===== src/rtl/grayscale_to_rgb_pseudocolor.sv =====
// grayscale_to_rgb_pseudocolor
//   Maps an 8-bit grayscale pixel to an RGB triple for display/debug.
//   mode=0 replicates gray onto R=G=B; mode=1 applies a 4-segment "jet" ramp.
//   Two-stage valid/ready pipeline, bubble-collapsing, with an end-of-line
//   sideband flag travelling alongside each pixel.
// Ports
//   clk, rst_n            rising-edge clock, async active-low reset
//   mode                  colour mode, captured with each accepted pixel
//   gray_in, eol_in       pixel and end-of-line flag
//   in_valid / in_ready   input handshake
//   R_out, G_out, B_out   OUT_W-bit channels (8-bit result replicated MSB-first)
//   eol_out               end-of-line flag of the current output pixel
//   out_valid / out_ready output handshake
module grayscale_to_rgb_pseudocolor #(
  parameter int OUT_W = 8
) (
  input  logic             clk,
  input  logic             rst_n,
  input  logic             mode,
  input  logic [7:0]       gray_in,
  input  logic             eol_in,
  input  logic             in_valid,
  output logic             in_ready,
  output logic [OUT_W-1:0] R_out,
  output logic [OUT_W-1:0] G_out,
  output logic [OUT_W-1:0] B_out,
  output logic             eol_out,
  output logic             out_valid,
  input  logic             out_ready
);

  // Stage 1 state
  logic       s1_valid_q;
  logic [7:0] gray_q;
  logic       eol1_q;
  logic       mode1_q;

  // Stage 2 state
  logic       s2_valid_q;
  logic [7:0] r_q, g_q, b_q;
  logic       eol2_q;

  logic       s1_load, s2_load;

  // An empty stage always loads, so bubbles collapse regardless of out_ready.
  assign s2_load  = !s2_valid_q || out_ready;
  assign s1_load  = !s1_valid_q || s2_load;
  assign in_ready = s1_load;

  always_ff @(posedge clk or negedge rst_n) begin
    if (!rst_n) begin
      s1_valid_q <= 1'b0;
      gray_q     <= 8'd0;
      eol1_q     <= 1'b0;
      mode1_q    <= 1'b0;
    end else if (s1_load) begin
      s1_valid_q <= in_valid;
      gray_q     <= gray_in;
      eol1_q     <= eol_in;
      mode1_q    <= mode;
    end
  end

  // Jet ramp: top two bits pick the segment, low six bits stretched to 0..255
  // by repeating their MSBs into the two vacated LSBs.
  logic [1:0] seg;
  logic [5:0] f;
  logic [7:0] ramp;
  logic [7:0] r_d, g_d, b_d;

  assign seg  = gray_q[7:6];
  assign f    = gray_q[5:0];
  assign ramp = {f, f[5:4]};

  always_comb begin
    r_d = gray_q;
    g_d = gray_q;
    b_d = gray_q;
    if (mode1_q) begin
      unique case (seg)
        2'd0: begin r_d = 8'd0;        g_d = ramp;          b_d = 8'd255; end
        2'd1: begin r_d = 8'd0;        g_d = 8'd255;        b_d = 8'd255 - ramp; end
        2'd2: begin r_d = ramp;        g_d = 8'd255;        b_d = 8'd0; end
        default: begin r_d = 8'd255;   g_d = 8'd255 - ramp; b_d = 8'd0; end
      endcase
    end
  end

  always_ff @(posedge clk or negedge rst_n) begin
    if (!rst_n) begin
      s2_valid_q <= 1'b0;
      r_q        <= 8'd0;
      g_q        <= 8'd0;
      b_q        <= 8'd0;
      eol2_q     <= 1'b0;
    end else if (s2_load) begin
      s2_valid_q <= s1_valid_q;
      r_q        <= r_d;
      g_q        <= g_d;
      b_q        <= b_d;
      eol2_q     <= eol1_q;
    end
  end

  // Widen by replicating the byte and keeping the top OUT_W bits.
  logic [15:0] r_rep, g_rep, b_rep;
  assign r_rep = {r_q, r_q};
  assign g_rep = {g_q, g_q};
  assign b_rep = {b_q, b_q};

  assign R_out     = r_rep[15 -: OUT_W];
  assign G_out     = g_rep[15 -: OUT_W];
  assign B_out     = b_rep[15 -: OUT_W];
  assign eol_out   = eol2_q;
  assign out_valid = s2_valid_q;

endmodule


===== config.mk =====
export PLATFORM = sky130hd
export DESIGN_NAME = grayscale_to_rgb_pseudocolor
export DESIGN_NICKNAME = d
export VERILOG_FILES = /design/src/rtl/grayscale_to_rgb_pseudocolor.sv
export SDC_FILE = /design/constraint.sdc
export NUM_CORES = 1
export LEC_CHECK = 0
export CORE_MARGIN = 1.5
export CORE_UTILIZATION = 49
export DETAILED_ROUTE_END_ITERATION = 10
export GPL_TIMING_DRIVEN = 0
export PLACE_DENSITY = 0.88
export SYNTH_ARGS = -nofsm -noshare
export SYNTH_HDL_FRONTEND = slang
export SYNTH_SLANG_ARGS = --single-unit
export TNS_END_PERCENT = 50

===== constraint.sdc =====
create_clock -name clk -period 1.7 [get_ports clk]
set_input_delay 0.34 -clock clk [delete_from_list [all_inputs] [get_ports clk]]
set_output_delay 0.34 -clock clk [all_outputs]
set_load 0.03 [all_outputs]

Word-level counts from Yosys, hierarchy flattened
Cells that the tools add are included.
W data, S select, Z words.
{"block": "word_totals", "input_bits": 14, "output_inout_bits": 27, "ff_bits": 37, "elab_cells": 25}
{"block": "op_classes", "n_addsub": 1, "n_reduce_logical": 7, "mux": 6, "n_eq_ne": 2}
{"operator": "$pmux W8 S2", "count": 3}
{"operator": "$mux W8", "count": 3}
{"operator": "$sub A8 B8 Y8 const A", "count": 1}
{"operator": "$reduce_or A2 Y1", "count": 2}
{"operator": "$eq A2 B1 Y1 const B", "count": 1}
{"operator": "$eq A2 B2 Y1 const B", "count": 1}
{"operator": "$logic_not A1 Y1", "count": 2}
{"operator": "$logic_not A2 Y1", "count": 1}
{"operator": "$logic_or A1 B1 Y1", "count": 2}

Logic depth before layout (Yosys ltp)
{"block": "logic_depth", "ltp_word": 4, "depth_mapped": 6, "depth_no_buf": 5}

Least setup slack after synthesis
No wires, ideal clock.
{"block": "synth_timing", "path_kind": "reg-to-reg", "start": "register s2_valid_q, in the netlist out_valid", "end": "register gray_q[0]", "period_less_slack_ps": 1489, "arrival_ps": 1364, "path_stages_with_launch": 6, "n_path_buf": 2, "required_ps": 1575, "setup_ps": 125, "setup_slack_ps": 211, "cell_sequence": "dfrtp_1 > nor2b_2 > buf_6 > nand2_4 > buf_6 > mux2_4"}
{"block": "synth_between", "elab_chain_cells": 3}
{"item": "from (decl)", "line": "39", "source": "logic s2_valid_q;"}
{"item": "from (signal assigned)", "line": "97", "source": "s2_valid_q <= s1_valid_q;"}
{"item": "$logic_not A1 Y1", "line": "46", "source": "assign s2_load = !s2_valid_q || out_ready;"}
{"item": "$logic_or A1 B1 Y1", "line": "46"}
{"item": "$logic_or A1 B1 Y1", "line": "47", "source": "assign s1_load = !s1_valid_q || s2_load;"}
{"item": "via in_ready", "line": "23", "source": "output logic in_ready,"}
{"item": "to (signal assigned)", "line": "58", "source": "gray_q <= gray_in;"}
{"item": "to (decl)", "line": "34", "source": "logic [7:0] gray_q;"}
The timed path passes the listed nets, and every way through them passes these cells.
A chain may end at the register's enable or synchronous reset.

Worst setup path after layout
{"block": "layout_timing", "start": "input port out_ready", "end": "output port in_ready"}
{"block": "layout_between", "elab_chain_cells": 2}
{"item": "from (decl)", "line": "29", "source": "input logic out_ready"}
{"item": "$logic_or A1 B1 Y1", "line": "46"}
{"item": "$logic_or A1 B1 Y1", "line": "47"}
{"item": "to (decl)", "line": "23"}
No other way between the ends.

==> results.sh <==
export IMPL_overflow=0
export IMPL_cts_tree="built"
export IMPL_antenna_found_initial=0
export IMPL_grt_first_pass_wirelength_mm=6.437
export IMPL_drtPass1Iterations=4
export IMPL_drv_slew=0
export IMPL_syn_num_nets=178
export IMPL_post_dp_cell_area_mm2=0.002202
export IMPL_cts_root_buf="clkbuf_4"
export IMPL_hold_viol_final=0
export IMPL_min_period_ns=1.588
export IMPL_clk_latency_ns=0.35
export IMPL_rows=21
export IMPL_grt_total_usage_pct=21.12
export IMPL_die_y_um=62.75
export IMPL_setup_viol=0
export IMPL_grt_max_degree=38
export IMPL_ios=41
export IMPL_layout_common_cells="dfrtp_1 (36), dlygate4sd2_1 (26), a21oi_1 (20)"
export IMPL_synthSimpleGateAreaFrac_pct=12.16
export IMPL_p_per_area_mw_per_mm2=1141
export IMPL_worstMarginPinSlew_ns=0.7904
export IMPL_leakagePower_nw=1.078
export IMPL_vias=1404
export IMPL_path_clk_slew_ns=0.11
export IMPL_diodes=0
export IMPL_status="completed"
export IMPL_drt_initial_drc_count=45
export IMPL_coreArea_mm2=0.003390
export IMPL_required_ns=1.36
export IMPL_finalWirelength_mm=3.786
export IMPL_ys_warn_count=0
export IMPL_design_power_total_mw=2.660
export IMPL_ys_seq_area_share_pct=52.93
export IMPL_synth_compound_area_share_pct=17.74
export IMPL_worstPathArrival_ns=1.25
export IMPL_dp_hpwl_mm=2.604
export IMPL_ys_types=23
export IMPL_drive_gt1_share_pct=18.52
export IMPL_tns_ns=0
export IMPL_synth_area_mm2=0.001749
export IMPL_synthAdderAreaFrac_pct=2.861
export IMPL_synth_top_area_cell="dfrtp_1"
export IMPL_crit_path_start_kind="primary input"
export IMPL_utilization_pct=68.77
export IMPL_irDropWorstVdd_v=0.0006346
export IMPL_vias_per_cell=5.359
export IMPL_period_share_pct=93.41
export IMPL_rsz0062_at_grt="false"
export IMPL_dp_cells=246
export IMPL_max_freq_mhz=629.8
export IMPL_cts_max_level=2
export IMPL_dieWidth_um=62.75
export IMPL_synth_area_per_cell_um2=10.93
export IMPL_hp_class="in -> async"
export IMPL_grt_pass1_vias=1362
export IMPL_ctsLongestPathBuffers=2
export IMPL_synth_mux_area_share_pct=10.44
export IMPL_synth_xor_area_share_pct=0
export IMPL_yosysTopAreaCellShare_pct=52.93
export IMPL_layout_commonest_cell="dfrtp_1"
export IMPL_dieArea_mm2=0.003937
export IMPL_routedWlPerCell_um=14.45
export IMPL_clock_sinks=37
export IMPL_cap_violations=0
export IMPL_synth_top_family_by_area="compound AO/OA/AOI/OAI gates"
export IMPL_final_area_mm2=0.002331
export IMPL_start_util_pct=51.61
export IMPL_route_detailed_drc=0
export IMPL_cts_buffers=5
export IMPL_clock_skew_ns=0.007954
export IMPL_stdcell_count=262
export IMPL_crit_type="in -> out"
export IMPL_synthCells=160
export IMPL_place_congestion=0.9077
export IMPL_synthToLayoutAreaGrowth_pct=33.26
export IMPL_ys_ff_latch=37
export IMPL_relSlewSlack_pct=47.30
export IMPL_postCtsHoldBufs=0
export IMPL_final_nets=233
export IMPL_synth_area_leaders="dfrtp_1 (53%), mux2_4 (6.9%), a21oi_1 (5.7%)"
export IMPL_port_buffers=40
export IMPL_worstPathMaxFanout=9
export IMPL_drtAntennaViolNets=0
export IMPL_endpoint_kind="output port"
-- logic make-up (layout without fill, tap and decap cells) --
group / Yosys count / after routing
compound gates: 52 / 52
simple gates: 41 / 41
flops: 37 / 37
mux: 14 / 14
buf+inv: 12 / 68
fa+ha+maj: 4 / 4
-- state kept, by name, indices dropped and copies added (netlist names) --
register	cells
B_out	8
G_out	8
R_out	8
gray_q	8
eol1_q	1
eol_out	1
mode1_q	1
out_valid	1
s1_valid_q	1
-- worst paths after layout --
kind	startpoint	depth (start not counted)	slack, ns	endpoint
worst max register to register	gray_q[6]	6	0.16	G_out[6]
worst max-delay path	out_ready	5	0.11	in_ready
max in group asynchronous	rst_n	1	1.10	gray_q[6]
worst min-delay path	rst_n	1	0.06	G_out[0]
min in group clk	eol_out	2	0.49	eol_out
worst min register to register	eol_out	2	0.49	eol_out
-- repair_timing --
item	in CTS	in global routing
endpoints found under the setup margin	27	9
setup buffers	0	9
resized for setup	34	2
-- worst max-delay path, stage by stage --
cell	delay (ns)
clkdlybuf4s50_1	0.42
nor2b_2	0.13
buf_6	0.13
nand2_8	0.07
buf_6	0.15
-- metal layers --
metal  wire length [µm]  part of all wire, %  track usage, %
met1               1743                   46           28.81
met2               1791                   47           32.39
met3                197                  5.2           6.306
met4                 54                  1.4           6.944
met5                  0                    0               0
-- cells in the mapped netlist --
library cell / count
dfrtp_1: 37
a211o_1: 6
a31oi_1: 6
o22ai_1: 4
nor2b_2: 1
buf_2: 6
a21oi_1: 20
inv_2: 1
mux2_4: 8
nor4b_2: 1
nor2b_1: 10
nand2b_1: 4
buf_1: 1
mux2_2: 2
a211oi_1: 6
nand2_1: 7
mux2i_1: 4
nor2_1: 17
inv_1: 2
nand2_4: 1
o21ai_0: 10
buf_6: 2
ha_1: 4
-- power by group --
| part | switching (mW) | internal [mW] | leakage [nW] | total (mW) |
|---|---|---|---|---|
| registers | 0.108 | 1.03 | 0.428 | 1.14 |
| logic | 0.543 | 0.347 | 0.604 | 0.891 |
| clock network | 0.281 | 0.351 | 0.0455 | 0.632 |
| total | 0.933 | 1.73 | 1.08 | 2.66 |
-- metrics by stage --
step | worst slack (ns) | hold slack [ns]
after floorplan | 0.2114 | 0.04441
after global placement | -0.5830 | 0.4627
final | 0.1121 | 0.05847
after detailed placement | -0.5913 | 0.4651
after CTS | 0.01108 | 0.07710
after global routing | 0.04866 | 0.1080
-- layout make-up --
cell class | instances | area [µm²]
buffer | 8 | 45.04
multi-input combinational | 111 | 773.2
sequential | 37 | 927.1
clock inverter | 1 | 30.03
inverter | 3 | 11.26
tap | 46 | 57.56
timing repair buffer | 49 | 431.7
fill | 274 | 1059
clock buffer | 7 | 55.05
No activity file was read; power rests on OpenSTA's default activity.
